File: config.mk
export PLATFORM = sky130hd
export DESIGN_NAME = uart_tx_arbiter
export DESIGN_NICKNAME = d
export VERILOG_FILES = /design/src/rtl/uart_pkg.sv /design/src/rtl/uart_tx_credit.sv /design/src/rtl/uart_tx_arbiter.sv
export SDC_FILE = /design/constraint.sdc
export NUM_CORES = 1
export LEC_CHECK = 0
export BUFFER_PORTS_ARGS = -buffer_cell sky130_fd_sc_hd__buf_4
export CAP_MARGIN = 10
export CORE_MARGIN = 2
export CORE_UTILIZATION = 53
export DETAILED_ROUTE_END_ITERATION = 10
export GPL_TIMING_DRIVEN = 0
export HOLD_SLACK_MARGIN = 0.15
export PLACE_DENSITY = 0.9
export RECOVER_POWER = 100
export SETUP_SLACK_MARGIN = 0.4
export SKIP_LAST_GASP = 1
export SYNTH_ARGS = -nofsm -noshare
export SYNTH_HDL_FRONTEND = slang
export SYNTH_HIERARCHICAL = 1
export SYNTH_SLANG_ARGS = --single-unit
File: constraint.sdc
create_clock -name clock -period 4.25 [get_ports clock]
set_input_delay 0.85 -clock clock [delete_from_list [all_inputs] [get_ports clock]]
set_output_delay 0.85 -clock clock [all_outputs]
set_load 0.01 [all_outputs]
File: src/rtl/uart_pkg.sv
// Shared definitions for the UART transmit arbiter: FSM encoding and
// elaboration-time sizing helpers.
package uart_pkg;

  typedef enum logic {
    IDLE,
    STREAM
  } state_t;

  // Ceiling log2, never less than 1 so derived vector widths stay legal.
  function automatic int unsigned clog2(input int unsigned value);
    int unsigned bits;
    bits = 0;
    for (int unsigned v = value - 1; v != 0; v = v >> 1) begin
      bits++;
    end
    return (bits == 0) ? 1 : bits;
  endfunction

  // Clocks per UART byte (10 bit times) plus slack for the UART's byte load.
  function automatic int unsigned byte_cycles(input int unsigned clk_hz,
                                              input int unsigned baud);
    return 10 * (clk_hz / baud) + 2;
  endfunction

endpackage

File: src/rtl/uart_tx_credit.sv
// Credit counter modelling UART tx FIFO occupancy: a free-running byte timer
// returns one credit per byte time, each accepted byte consumes one.
module uart_tx_credit
  import uart_pkg::*;
#(
  parameter int unsigned BYTE_CYCLES = byte_cycles(27000000, 115200),
  parameter int unsigned FIFO_DEPTH  = 64
) (
  input  logic                             clock,
  input  logic                             reset_n,
  input  logic                             consume,
  output logic                             credit_avail,
  output logic [clog2(FIFO_DEPTH + 1)-1:0] credits
);

  localparam int unsigned TW = clog2(BYTE_CYCLES);
  localparam int unsigned CW = clog2(FIFO_DEPTH + 1);

  logic [TW-1:0] timer;
  logic          wrap;

  assign wrap         = (timer == TW'(BYTE_CYCLES - 1));
  assign credit_avail = (credits != '0);

  always_ff @(posedge clock) begin
    if (!reset_n) begin
      timer   <= '0;
      credits <= '0;
    end else begin
      timer <= wrap ? '0 : timer + 1'b1;
      unique case ({wrap, consume})
        2'b10: if (credits != CW'(FIFO_DEPTH)) credits <= credits + 1'b1;
        2'b01: if (credit_avail) credits <= credits - 1'b1;
        default: credits <= credits;
      endcase
    end
  end

endmodule

File: src/rtl/uart_tx_arbiter.sv
// Round-robin, message-granular arbiter sharing the UART tx FIFO write port
// between NUM_REQ byte streams, paced by a credit model of FIFO occupancy.
module uart_tx_arbiter
  import uart_pkg::*;
#(
  parameter int unsigned NUM_REQ         = 4,
  parameter int unsigned CLOCK_FREQUENCY = 27000000,
  parameter int unsigned BAUD_RATE       = 115200,
  parameter int unsigned FIFO_DEPTH      = 64,
  parameter int unsigned MAX_MSG_LEN     = 64
) (
  input  logic                       clock,
  input  logic                       reset_n,
  input  logic [NUM_REQ-1:0]         req_valid,
  input  logic [8*NUM_REQ-1:0]       req_data,
  input  logic [NUM_REQ-1:0]         req_last,
  output logic [NUM_REQ-1:0]         req_ready,
  output logic [7:0]                 tx_fifo_data_in,
  output logic                       tx_fifo_write_en,
  output logic [$clog2(NUM_REQ)-1:0] grant_id,
  output logic                       busy
);

  localparam int unsigned GW          = $clog2(NUM_REQ);
  localparam int unsigned BW          = clog2(MAX_MSG_LEN);
  localparam int unsigned CW          = clog2(FIFO_DEPTH + 1);
  localparam int unsigned BYTE_CYCLES = byte_cycles(CLOCK_FREQUENCY, BAUD_RATE);

  state_t        state;
  logic [GW-1:0] last_grant;
  logic [GW-1:0] pick;
  logic          pick_valid;
  logic [BW-1:0] byte_cnt;
  logic [CW-1:0] credits;
  logic          credit_avail;
  logic          accept;
  logic [7:0]    req_byte [NUM_REQ];

  uart_tx_credit #(
    .BYTE_CYCLES(BYTE_CYCLES),
    .FIFO_DEPTH (FIFO_DEPTH)
  ) u_credit (
    .clock       (clock),
    .reset_n     (reset_n),
    .consume     (accept),
    .credit_avail(credit_avail),
    .credits     (credits)
  );

  always_comb begin
    for (int unsigned i = 0; i < NUM_REQ; i++) begin
      req_byte[i] = req_data[8*i +: 8];
    end
  end

  // First valid requester after the last granted one, wrapping around.
  always_comb begin
    int unsigned   idx;
    logic [GW-1:0] cand;
    idx        = 0;
    cand       = '0;
    pick       = last_grant;
    pick_valid = 1'b0;
    for (int unsigned k = 1; k <= NUM_REQ; k++) begin
      idx  = (32'(last_grant) + k) % NUM_REQ;
      cand = GW'(idx);
      if (!pick_valid && req_valid[cand]) begin
        pick       = cand;
        pick_valid = 1'b1;
      end
    end
  end

  always_comb begin
    req_ready = '0;
    if (state == STREAM && credit_avail) req_ready[grant_id] = 1'b1;
  end

  assign accept = req_valid[grant_id] & req_ready[grant_id];

  always_ff @(posedge clock) begin
    if (!reset_n) begin
      state            <= IDLE;
      grant_id         <= '0;
      last_grant       <= GW'(NUM_REQ - 1);
      byte_cnt         <= '0;
      busy             <= 1'b0;
      tx_fifo_write_en <= 1'b0;
      tx_fifo_data_in  <= '0;
    end else begin
      tx_fifo_write_en <= 1'b0;
      unique case (state)
        IDLE: begin
          if (pick_valid && credits != '0) begin
            grant_id <= pick;
            byte_cnt <= '0;
            busy     <= 1'b1;
            state    <= STREAM;
          end
        end
        STREAM: begin
          if (accept) begin
            tx_fifo_data_in  <= req_byte[grant_id];
            tx_fifo_write_en <= 1'b1;
            byte_cnt         <= byte_cnt + 1'b1;
            // Only the last flag or the length guard ends a grant; valid gaps do not.
            if (req_last[grant_id] || byte_cnt == BW'(MAX_MSG_LEN - 1)) begin
              last_grant <= grant_id;
              busy       <= 1'b0;
              state      <= IDLE;
            end
          end
        end
      endcase
    end
  end

endmodule

* After elaboration in Yosys (flattened, before gate mapping)
Cells that the tools add are included.
** Storage, ports and cells
- Register bits after elaboration :: 40
- Logic and storage cells :: 101
** Operators by class
- $add $sub $neg :: 8
- Magnitude comparators :: 7
- Equality and inequality tests :: 10
- Multiplexer cells :: 43
- Bitwise operators :: 4
- Reductions and logical operators :: 20
** Operator list (count)
- 1-bit 2-to-1 mux :: 19
- 8-bit binary-select mux with 2-bit select :: 1
- 8-bit 2-to-1 mux :: 2
- 2-bit by 3-bit < comparator with 1-bit output, second input constant :: 5
- 1-bit binary-select mux with 2-bit select :: 7
- 7-bit 2-to-1 mux :: 2
- 7-bit case mux with 2 select lines :: 1
- 12-bit by 1-bit adder with 12-bit output, second input constant :: 1
- 12-bit equality test, second input constant :: 1
- 6-bit 2-to-1 mux :: 2
- 6-bit case mux with 2 select lines :: 1
- 3-bit AND reduction :: 3
- 2-bit 2-to-1 mux :: 4
- 2-bit AND reduction :: 4
- 7-bit by 1-bit adder with 7-bit output, second input constant :: 1
- 7-bit != test, second input constant :: 1
- 7-bit nonzero test :: 1
- 7-bit by 1-bit subtractor with 7-bit output, second input constant :: 1
- 6-bit by 1-bit adder with 6-bit output, second input constant :: 1
- 6-bit equality test, second input constant :: 1
- 1-bit logical AND :: 6
- 2-bit by 1-bit != test with 1-bit output, second input constant :: 3
- 2-bit by 1-bit adder with 2-bit output, second input constant :: 2
- 2-bit adder, second input constant :: 2
- other kinds (15) :: 20

* Depth between registers and ports, before layout
Gate-level depths: netlist of run 1.
- Word-level depth :: 16
- Gate-level depth with buffers :: 14
- Gate-level depth less buffers :: 13

* Cells and area by module
Netlist of run 1, hierarchy kept.
** By module, submodules not included
- uart_tx_arbiter :: times used 1, cells each 124, area each 1193.6 µm², seq. area each 420.4 µm²
- uart_tx_credit :: times used 1, cells each 122, area each 1074.8 µm², seq. area each 380.4 µm²

* Worst setup path before layout of run 1
No wires, ideal clock.
- Path kind :: input -> register
- From :: input req_valid[3]
- To :: register u_credit.credits[6]
- Library setup time :: 0.115 ns
- Arrival time :: 3.456 ns
- Slack :: 0.679 ns
- Cell stages on the path :: 12
- Buffers on the path :: 1
- Path through :: mux4_2 -> nand2_4 -> inv_2 -> buf_6 -> nand2_1 -> inv_1 -> fa_1 -> a211oi_1 -> o21bai_1 -> a21oi_1 -> mux4_2 -> and2_1
** Between the ends
- Cells in the longest elaborated chain, start to end :: 6
- Elaborated cells on any way between the ends :: 10
- Those cells by class :: 4 x eq/ne; 3 x mux; 1 x bitwise; 2 x reduce/logical
** Ends and longest elaborated chain
- from (decl) :: RTL line uart_tx_arbiter.sv:14 : input logic [NUM_REQ-1:0] req_valid,
- 1-bit binary-select mux with 2-bit select (*) :: RTL line uart_tx_arbiter.sv:79 : assign accept = req_valid[grant_id] & req_ready[grant_id];
- 1-bit 2-to-1 mux (not written as such) (*) :: RTL line uart_tx_arbiter.sv:79
- 1-bit bitwise AND (*) :: RTL line uart_tx_arbiter.sv:79
- net accept :: RTL line uart_tx_arbiter.sv:36 : logic accept;
- 2-bit equality test / 2-bit by 1-bit equality test with 1-bit output (equally long branches) :: RTL line uart_tx_credit.sv:31 : unique case ({wrap, consume})
- 2-bit by 1-bit != test with 1-bit output (no line), or another cell as far along
- 3-bit AND reduction (no line)
- to (signal assigned) :: RTL line uart_tx_credit.sv:32 : 2'b10: if (credits != CW'(FIFO_DEPTH)) credits <= credits + 1'b1;
- to (signal assigned) :: RTL line uart_tx_credit.sv:33 : 2'b01: if (credit_avail) credits <= credits - 1'b1;
- to (signal assigned) :: RTL line uart_tx_credit.sv:34 : default: credits <= credits;
- to (decl) :: RTL line uart_tx_credit.sv:13 : output logic [clog2(FIFO_DEPTH + 1)-1:0] credits
Mark *: on every way through the listed nets, which the timed path passes. The rest lies on a longest branch. The select of a mux whose other input is x is not followed.
A chain may end at the register's enable or synchronous reset.

* Worst setup path after layout of run 1
- From :: input req_valid[1]
- To :: register u_credit.credits[6]
The elaborated chain is that of the path after synthesis.

==> results.md, run 1 <==
- Global placer's final weighted congestion: 0.883
- Kind of critical path: input pin to register
- Cells after DPL: 353
- Startpoint types: input pin
- Final setup viols: 0
- DP HPWL: 4170 µm
- DR iter-0 viols: 156
- Worst slew pin tran: 0.689 ns
- Synth Cell Area: 2270 µm²
- Critical-path cell list: clkbuf_1, mux4_2, nand2_1, inv_1, buf_6, nand2_1, inv_1, fa_2, a211oi_4, o21bai_1, a21oi_1, mux4_2, and2_1
- Met1 Wirelength: 2270 µm
- Setup Buffers After CTS: 0
- Routed vias/inst: 5.83
- Synth Flop Type: dfxtp_1
- Synth area leader: dfxtp_1
- Final Critical Period: 3.86 ns
- Max Cap Viol: 0
- Crit Path Max Fanout: 15
- Max VDD drop: 0.153 mV
- Crit end category: register
- WHS: 0.456 ns
- Compound-cell area share of the yosys netlist: 0.137
- Flop2flop setup slack: 0.47 ns
- Vias in the first global route: 2,051
- Initial core utilization: 0.559
- Top cells by area, synth: dfxtp_1 (35%), mux4_2 (11%), nand2_1 (6.1%), ha_1 (4.4%), nor2_1 (4.1%)
- Total gr overflow: 0
- Lkg Pwr: 1.15 nW
- Share of cells above drive strength 1: 0.229
- Post-route cell area: 2810 µm²
- DR WL/cell: 15.6 µm
- Relative slew slack: 0.541
- Final antenna diode count: 0
- Core area: 4060 µm²
- Routed wire length: 5620 µm
- Count of input and output buffers: 57
- CTS tree: done
- Gr usage total: 0.241
- CTS resizes: 0
- Post-route ant nets: 0
- Final Hold Fails: 0
- PwrDens: 250 nW/µm²
- FMAX: 259 MHz
- Nets: 361
- Depth of the CTS H-tree: 2
- CP max stage cell: mux4_2
- Commonest non-fill, non-tap cells in the layout: buf_4 (42), dfxtp_1 (40), nand2_1 (38), nor2_1 (25), clkbuf_1 (19)
- Fin crit share: 0.909
- Synth Warn #: 6
- Met2 wire len: 2970 µm
- Post-synthesis xor/xnor area fraction: 0.0618
- Clock skew: 0.00638 ns
- Main combinational cell family by area after synthesis: simple AND/OR/NAND/NOR gates
- CTS sink cnt: 40
- RSZ-0062 raised after global routing: no
- Sequential fraction of the synthesis area: 0.353
- Post-synth top area share: 0.353
- Io pins: 58
- Hold Crit Class: register to register
- Synth Area in Simple Gates: 0.244
- Row count: 23
- Max-slew violations: 0
- Routed wl met3: 213 µm
- Max layer used: met4
- Via count: 2,098
- Required time worst endpoint: 4.44 ns
- Setup_tns: 0 ns
- Die Span Y: 69.4 µm
- Die W: 69.4 µm
- Die footprint: 4820 µm²
- Pin count of the biggest net entering global routing: 16
- Flip-flop and latch area: 801 µm²
- Multiplexer area fraction after synthesis: 0.119
- Most common cell after layout, fill and taps aside: buf_4
- Filler cell count in the final layout: 331
- Number of synthesized register bits: 40
- FFs w/ async S/R, synth: 0
- Syn Nets: 297
- CTS clock-pin slew for the worst setup and hold paths: 0.07 ns
- Delay of the slowest critical-path stage: 0.54 ns
- Final cell count without fillers: 360
- Area after DPL: 2760 µm²
- CTS Buf Count: 5
- Critical path arrival: 4.05 ns
- Yosys cell types: 52
- Syn-to-layout area delta: 23.9%
- Mapped Avg Cell Area: 9.22 µm²
- Clock Tree Buf Depth: 2
- Global-route wire length before repair: 9270 µm
- Outcome: completed
- Synth Instances: 246
- Multi-input gate area: 1410 µm²
- Clock root buffer: clkbuf_8
- Iteration count of the initial detailed-routing pass: 4
- DRC: 0
- Initial antenna violation count: 0
- Post-synth EDFFs: 0
- Post-Synth Adder-Cell Area: 0.0530
- Clk_lat worst skew: 0.29 ns
- CTS Hold Bufs: 0
## Yosys cell counts, drive strengths merged, types with 2 or more instances
library cell,count
a21o,2
xor2,7
o211ai,3
dfxtp,40
and3,8
and2,4
xnor2,9
a211oi,5
clkbuf,3
nor4,3
a21oi,11
a21boi,5
a31oi,2
nand2b,4
buf,3
or3,2
a211o,2
nor3b,2
nor2,25
nand3,2
inv,8
ha,8
nand4,6
nand2,38
nor3,6
and4,2
o21ai,9
o311ai,2
mux4,11
## through the flow
step,power [mW],worst slack [ns],utilization
2_1_floorplan,0.407,0.679,-
3_3_place_gp,0.440,0.268,0.680
3_5_place_dp,0.442,0.225,0.680
4_1_cts,0.706,0.425,0.704
5_1_grt,0.731,0.213,0.693
6_report,0.703,0.387,0.693
## final timing paths
path	depth (start not counted)	start	to
hold reg to reg	2	tx_fifo_data_in[0]$_SDFFE_PN0P_	tx_fifo_data_in[0]$_SDFFE_PN0P_
hold / removal	2	tx_fifo_data_in[0]$_SDFFE_PN0P_	tx_fifo_data_in[0]$_SDFFE_PN0P_
setup / recovery	13	req_valid[1]	u_credit/credits[6]$_SDFFE_PN0P_
setup reg to reg	14	u_credit/credits[1]$_SDFFE_PN0P_	u_credit/credits[6]$_SDFFE_PN0P_
## worst max-delay path, delay by kind of cell
| kind | cells | cell delay [ns] |
|---|---|---|
| fa+ha+maj | 1 | 0.43 |
| buf+inv | 4 | 0.55 |
| simple gates | 3 | 0.54 |
| mux | 2 | 1.06 |
| compound gates | 3 | 0.60 |
## report_power, final
group / switching (mW) / internal, mW
Sequential: 0.00248 / 0.377
Combinational: 0.0189 / 0.0345
Clock: 0.125 / 0.144
Total: 0.147 / 0.556
## per-layer routing
metal | track usage | up-vias
met2 | 0.416 | 57
met1 | 0.274 | 1003
li1 | - | 1021
met4 | 0.131 | 0
met5 | 0 | -
met3 | 0.0552 | 17
## logic make-up after synthesis
family,after synthesis
XOR/XNOR,16
flip-flops,40
buffers and inverters,14
AND/OR/NAND/NOR,109
AO/OA/AOI/OAI,45
multiplexers,13
adder cells (fa/ha/maj),9
## flip-flops by register name, indices dropped and copies added, names as in the netlist
register / count
u_credit/timer: 12
tx_fifo_data_in: 8
u_credit/credits: 7
byte_cnt: 6
grant_id: 2
last_grant: 2
busy: 1
state: 1
tx_fifo_write_en: 1
## area by class of cell
type,count,share of cell area
Buffer,6,0.0147
Sequential cell,40,0.285
Tap cell,50,0.0223
Inverter,8,0.0107
Clock buffer,7,0.0343
Timing Repair Buffer,57,0.132
Multi-Input combinational cell,192,0.501
Note: power is estimated with default switching activity, not from simulation.
==> run 2, diff against run 1 <==
- CAP_MARGIN: 10 -> 20
- SETUP_SLACK_MARGIN: 0.4 -> unset
==> run 2 against run 1 <==
Effect of this change:
- wire length shrank 1.2%
- sequential power is essentially flat
- via count shrank 1.4%
==> results.md, run 2 (synthesis gave the netlist of run 1 again) <==
- RSZ-0062 raised after global routing: no
- Flip-flop and latch area: 801 µm² (unchanged)
- CTS clock-pin slew for the worst setup and hold paths: 0.07 ns (about the same)
- Die footprint: 4820 µm² (unchanged)
- Sw frac: 0.209 (+0.000470)
- Pin count of the biggest net entering global routing: 16 (unchanged)
- Required time worst endpoint: 4.44 ns (about the same)
- PwrDens: 253 nW/µm² (+1.1%)
- Die Span Y: 69.4 µm (unchanged)
- Clock power share: 0.384 (about the same)
- Critical path arrival: 4.10 ns (+0.05 ns)
- CTS resizes: 0 (unchanged)
- Grt met3 use: 0.0552 (unchanged)
- Top reg by flops: u_credit/timer
- Met1 Use GR: 0.274 (unchanged)
- DR WL/cell: 15.4 µm (-1.2%)
- R2r startpoint: u_credit/credits[1]$_SDFFE_PN0P_
- Crit end category: register
- Final Hold Fails: 0 (unchanged)
- Gr usage total: 0.241 (unchanged)
- Kind of critical path: register to register
- Core area: 4060 µm² (unchanged)
- Clock Tree Buf Depth: 2 (unchanged)
- Initial core utilization: 0.559 (unchanged)
- Comb power frac: 0.076 (about the same)
- Max-slew violations: 0 (unchanged)
- Row count: 23 (unchanged)
- Setup WS pre-CTS: 0.225 ns (unchanged)
- Outcome: completed
- Crit Path Max Fanout: 15 (unchanged)
- Clk_lat worst skew: 0.29 ns (about the same)
- Total power: 0.703 mW (about the same)
- Multi-input gate area: 1390 µm² (-1.6%)
- Largest register FFs: 12 (unchanged)
- Final setup viols: 0 (unchanged)
- Setup Buffers After CTS: 0 (unchanged)
- Commonest non-fill, non-tap cells in the layout: dfxtp_1 (40), buf_4 (40), nand2_1 (37), nor2_1 (25), clkbuf_1 (20)
- Routed vias/inst: 5.75 (-1.4%)
- CTS tree: done
- Relative slew slack: 0.644 (+0.103)
- Global placer's final weighted congestion: 0.883 (unchanged)
- Max VDD drop: 0.161 mV (+5.0%)
- RR Endpoint: u_credit/credits[6]$_SDFFE_PN0P_
- Worst slew pin tran: 0.529 ns (-0.160 ns)
- Total gr overflow: 0 (unchanged)
- DRC: 0 (unchanged)
- Via count: 2,069 (-1.4%)
- Nets: 361 (unchanged)
- Global-route wire length before repair: 9270 µm (unchanged)
- Internal power: 0.556 mW (about the same)
- Flop2flop setup slack: 0.34 ns (-0.13 ns)
- Io pins: 58 (unchanged)
- Net Sw Power: 0.147 mW (+0.28%)
- Count of input and output buffers: 57 (unchanged)
- Post-route ant nets: 0 (unchanged)
- GR Layer Usage met2: 0.416 (unchanged)
- Max Cap Viol: 0 (unchanged)
- Util after Layout: 0.686 (-0.00709)
- Final Critical Period: 3.91 ns (+0.0509 ns)
- Die W: 69.4 µm (unchanged)
- Worst hold path depth: 2 (unchanged)
- Clock root buffer: clkbuf_8
- FMAX: 256 MHz (-1.3%)
- Fin worst setup slack: 0.336 ns (-0.0509 ns)
- Gr busiest metal: met2
- Startpoint types: register
- CTS sink cnt: 40 (unchanged)
- Fin crit share: 0.921 (+0.0120)
- Clock skew: 0.00534 ns (-0.00104 ns)
- DP HPWL: 4170 µm (unchanged)
- Hold Crit Class: register to register
- Final antenna diode count: 0 (unchanged)
- Largest regs: u_credit/timer: 12 flops, tx_fifo_data_in: 8 flops, u_credit/credits: 7 flops
- Setup_tns: 0 ns (unchanged)
- Hold Startpoint: tx_fifo_data_in[0]$_SDFFE_PN0P_
- DR iter-0 viols: 119 (-24%)
- WHS Endpoint: tx_fifo_data_in[0]$_SDFFE_PN0P_
- CTS Buf Count: 5 (unchanged)
- Initial antenna violation count: 0 (unchanged)
- Worst Reg2Reg Path Length in Cells: 14 (unchanged)
- Share of cells above drive strength 1: 0.219 (-0.00968)
- Sequential share of power: 0.540 (about the same)
- Depth of the CTS H-tree: 2 (unchanged)
- CTS Hold Bufs: 0 (unchanged)
- Filler cell count in the final layout: 335 (+1.2%)
- Routed wire length: 5550 µm (-1.2%)
- Iteration count of the initial detailed-routing pass: 4 (unchanged)
- Vias in the first global route: 2,051 (unchanged)
- Syn-to-layout area delta: 22.7%
- Lkg Pwr: 1.15 nW (-0.27%)
-- run 2: area by class of cell --
| class | instances | share of cell area |
|---|---|---|
| multi-input combinational | 192 | 0.498 |
| timing repair buffer | 57 | 0.131 |
| buffer | 6 | 0.0153 |
| clock buffer | 7 | 0.0346 |
| inverter | 8 | 0.0108 |
| sequential | 40 | 0.288 |
| tap | 50 | 0.0225 |
-- run 2: worst max-delay path by stage --
stage	cells after the start	startpoint	end	slack (ns)
after floorplan	12	req_valid[3]	u_credit/credits[6]$_SDFFE_PN0P_	0.68
after global placement	13	req_valid[3]	u_credit/credits[6]$_SDFFE_PN0P_	0.27
after detailed placement	13	req_valid[3]	u_credit/credits[6]$_SDFFE_PN0P_	0.22
after CTS	14	u_credit/credits[1]$_SDFFE_PN0P_	u_credit/credits[6]$_SDFFE_PN0P_	0.43
after global routing	14	u_credit/credits[1]$_SDFFE_PN0P_	u_credit/credits[6]$_SDFFE_PN0P_	0.04
final	14	u_credit/credits[1]$_SDFFE_PN0P_	u_credit/credits[6]$_SDFFE_PN0P_	0.34
-- run 2: power groups by stage --
stage / combinational (mW) / sequential, mW / clock, mW
after floorplan: 0.0192 / 0.388 / 0
after global placement: 0.0522 / 0.388 / 0
after detailed placement: 0.0539 / 0.388 / 0
after CTS: 0.0543 / 0.379 / 0.272
after global routing: 0.0586 / 0.380 / 0.293
final: 0.0537 / 0.379 / 0.270
-- run 2: worst max-delay path, stage by stage, from the launching register on --
cell and delay (ns):
dfxtp_1 0.37, nor4_1 0.53, nand2_1 0.22, and2_1 0.27, nand2_4 0.13, inv_1 0.07
buf_6 0.15, nand2_1 0.09, inv_1 0.15, fa_1 0.46, a211oi_1 0.31, o21bai_1 0.14
a21oi_1 0.23, mux4_2 0.52, and2_1 0.17
-- run 2: through the flow --
stage | hold slack (ns) | instance area [µm²] | instances
2_1_floorplan | 0.441 | 2270 | 246
3_3_place_gp | 0.443 | 2760 | 353
3_5_place_dp | 0.448 | 2760 | 353
4_1_cts | 0.457 | 2860 | 360
5_1_grt | 0.481 | 2780 | 360
6_report | 0.456 | 2780 | 360
-- run 2: routing by layer --
layer  wire [µm]  part of all wire
met5           0                 0
met4         189             0.034
met3         174             0.031
met2        2840              0.51
met1        2350              0.42
==> run 3, diff against run 2 <==
- RECOVER_POWER: 100 -> unset
==> run 3 against run 2 <==
Effect of this change:
- hold slack about the same
- sequential power is essentially flat
- critical path depth stayed put
- critical path type unchanged
- die area unchanged
- count of clock-buffer cells in the layout stayed put
- largest power group unchanged
- first-iteration DRC count shrank 10%
- combinational power is 0.9% higher
- utilization grew 1.8 points
- register-to-register slack improved by 0.05 ns
- largest cell class unchanged
==> results.md, run 3 (synthesis gave the netlist of run 1 again) <==
- Outcome: completed
- PwrDens: 246 nW/µm² (-2.5%)
- Initial antenna violation count: 0 (unchanged)
- Crit Path Max Fanout: 15 (unchanged)
- Max VDD drop: 0.159 mV (-0.91%)
- Total gr overflow: 0 (unchanged)
- Die Span Y: 69.4 µm (unchanged)
- Setup Buffers After CTS: 0 (unchanged)
- FMAX: 259 MHz (+1.2%)
- Die footprint: 4820 µm² (unchanged)
- CTS tree: done
- Filler cell count in the final layout: 306 (-8.7%)
- Routed wire length: 5520 µm (-0.52%)
- Final setup viols: 0 (unchanged)
- DP HPWL: 4170 µm (unchanged)
- Clock root buffer: clkbuf_8
- CP Launch Point: u_credit/credits[1]$_SDFFE_PN0P_
- Die W: 69.4 µm (unchanged)
- Final antenna diode count: 0 (unchanged)
- Io pins: 58 (unchanged)
- Final Hold Fails: 0 (unchanged)
- Clock skew: 0.00450 ns (-0.000842 ns)
- RSZ-0062 raised after global routing: no
- Hold Startpoint: tx_fifo_data_in[0]$_SDFFE_PN0P_
- Count of input and output buffers: 57 (unchanged)
- Vias in the first global route: 2,051 (unchanged)
- Via count: 2,067 (-0.097%)
- Routed vias/inst: 5.74 (about the same)
- CTS clock-pin slew for the worst setup and hold paths: 0.07 ns (about the same)
- Pin count of the biggest net entering global routing: 16 (unchanged)
- Crit path max-delay family: simple AND/OR/NAND/NOR gates
- Top reg by flops: u_credit/timer
- DR iter-0 viols: 107 (-10%)
- CTS sink cnt: 40 (unchanged)
- Required time worst endpoint: 4.44 ns (about the same)
- Setup_tns: 0 ns (unchanged)
- Max Cap Viol: 0 (unchanged)
- Largest register FFs: 12 (unchanged)
- Flop2flop setup slack: 0.38 ns (+0.05 ns)
- Cells after DPL: 353 (unchanged)
- Max-slew violations: 0 (unchanged)
- Most common cell after layout, fill and taps aside: buf_4
- Global placer's final weighted congestion: 0.883 (unchanged)
- Gr usage total: 0.241 (unchanged)
- Share of cells above drive strength 1: 0.287 (+0.0677)
- DR WL/cell: 15.3 µm (-0.52%)
- Critical path arrival: 4.06 ns (-0.04 ns)
- Row count: 23 (unchanged)
- CP max stage cell: nor4_1
- CTS Buf Count: 5 (unchanged)
- Final Critical Period: 3.87 ns (-0.0475 ns)
- Worst slew pin tran: 0.531 ns (+0.00155 ns)
- WP buf/inv: 3 (unchanged)
- Clk_lat worst skew: 0.29 ns (about the same)
- Util after Layout: 0.704 (+0.0179)
- Startpoint types: register
- Relative slew slack: 0.643 (-0.00104)
- Largest regs: u_credit/timer: 12 flops, tx_fifo_data_in: 8 flops, u_credit/credits: 7 flops
- Hold Crit Class: register to register
- R2r startpoint: u_credit/credits[1]$_SDFFE_PN0P_
- Depth of the CTS H-tree: 2 (unchanged)
- Crit end category: register
- Global-route wire length before repair: 9270 µm (unchanged)
- Post-route ant nets: 0 (unchanged)
- Nets: 361 (unchanged)
- Commonest non-fill, non-tap cells in the layout: buf_4 (57), dfxtp_1 (40), nand2_1 (37), nor2_1 (25)
- Lkg Pwr: 1.22 nW (+6.1%)
- CTS Hold Bufs: 0 (unchanged)
- Initial core utilization: 0.559 (unchanged)
- Fin crit share: 0.910 (-0.0112)
- Syn-to-layout area delta: 25.9%
- Delay of the slowest critical-path stage: 0.53 ns (about the same)
- WHS: 0.456 ns (+0.000260 ns)
- CTS resizes: 0 (unchanged)
- Critical-path cell list: nor4_1, nand2_1, and2_1, nand2_4, inv_2, buf_6, nand2_1, inv_1, fa_1, a211oi_1, o21bai_1, a21oi_1, mux4_2, and2_1
- Final cell count without fillers: 360 (unchanged)
- DRC: 0 (unchanged)
- Kind of critical path: register to register
- Core area: 4060 µm² (unchanged)
- Clock Tree Buf Depth: 2 (unchanged)
- Iteration count of the initial detailed-routing pass: 4 (unchanged)
## run 3: changes by cell type in the layout (fill, tap and decap cells not counted), sizes merged
cell,change
buf,+17
clkbuf,-17
## run 3: power by group
group          switching [mW]  internal (mW)  total (mW)  leakage, nW
clock network           0.126          0.144       0.270       0.0503
registers             0.00246          0.377       0.379        0.323
logic                  0.0192         0.0350      0.0542        0.843
total                   0.147          0.556       0.704         1.22
## run 3: layer usage
metal / share of wire / GRT usage / up-vias
met5: 0 / 0 / -
met4: 0.036 / 0.131 / 0
met3: 0.037 / 0.0552 / 20
met2: 0.52 / 0.416 / 57
met1: 0.41 / 0.274 / 964
li1: - / - / 1026
## run 3: per-stage QoR
stage	power [mW]	instance area, µm²	worst slack [ns]
global placement	0.440	2760	0.268
CTS	0.706	2860	0.425
detailed placement	0.442	2760	0.225
finish	0.704	2860	0.384
floorplan	0.407	2270	0.679
global route	0.732	2860	0.0725
## run 3: final timing paths
check,end,depth (start not counted)
worst min-delay path,tx_fifo_data_in[0]$_SDFFE_PN0P_,2
worst max register to register,u_credit/credits[6]$_SDFFE_PN0P_,14
worst min register to register,tx_fifo_data_in[0]$_SDFFE_PN0P_,2
worst max-delay path,u_credit/credits[6]$_SDFFE_PN0P_,14
## run 3: area by class of cell
| cell class | count | area [µm²] | share of cell area |
|---|---|---|---|
| multi-input combinational | 192 | 1400 | 0.489 |
| inverter | 8 | 30.0 | 0.0105 |
| tap | 50 | 62.6 | 0.0219 |
| clock buffer | 7 | 96.3 | 0.0337 |
| buffer | 6 | 42.5 | 0.0149 |
| sequential | 40 | 801 | 0.280 |
| timing repair buffer | 57 | 428 | 0.150 |
## run 3: worst min-delay path, cell delays in order (launching register included)
cell     delay, ns
dfxtp_1       0.31
nand2_1       0.05
a21oi_1       0.05
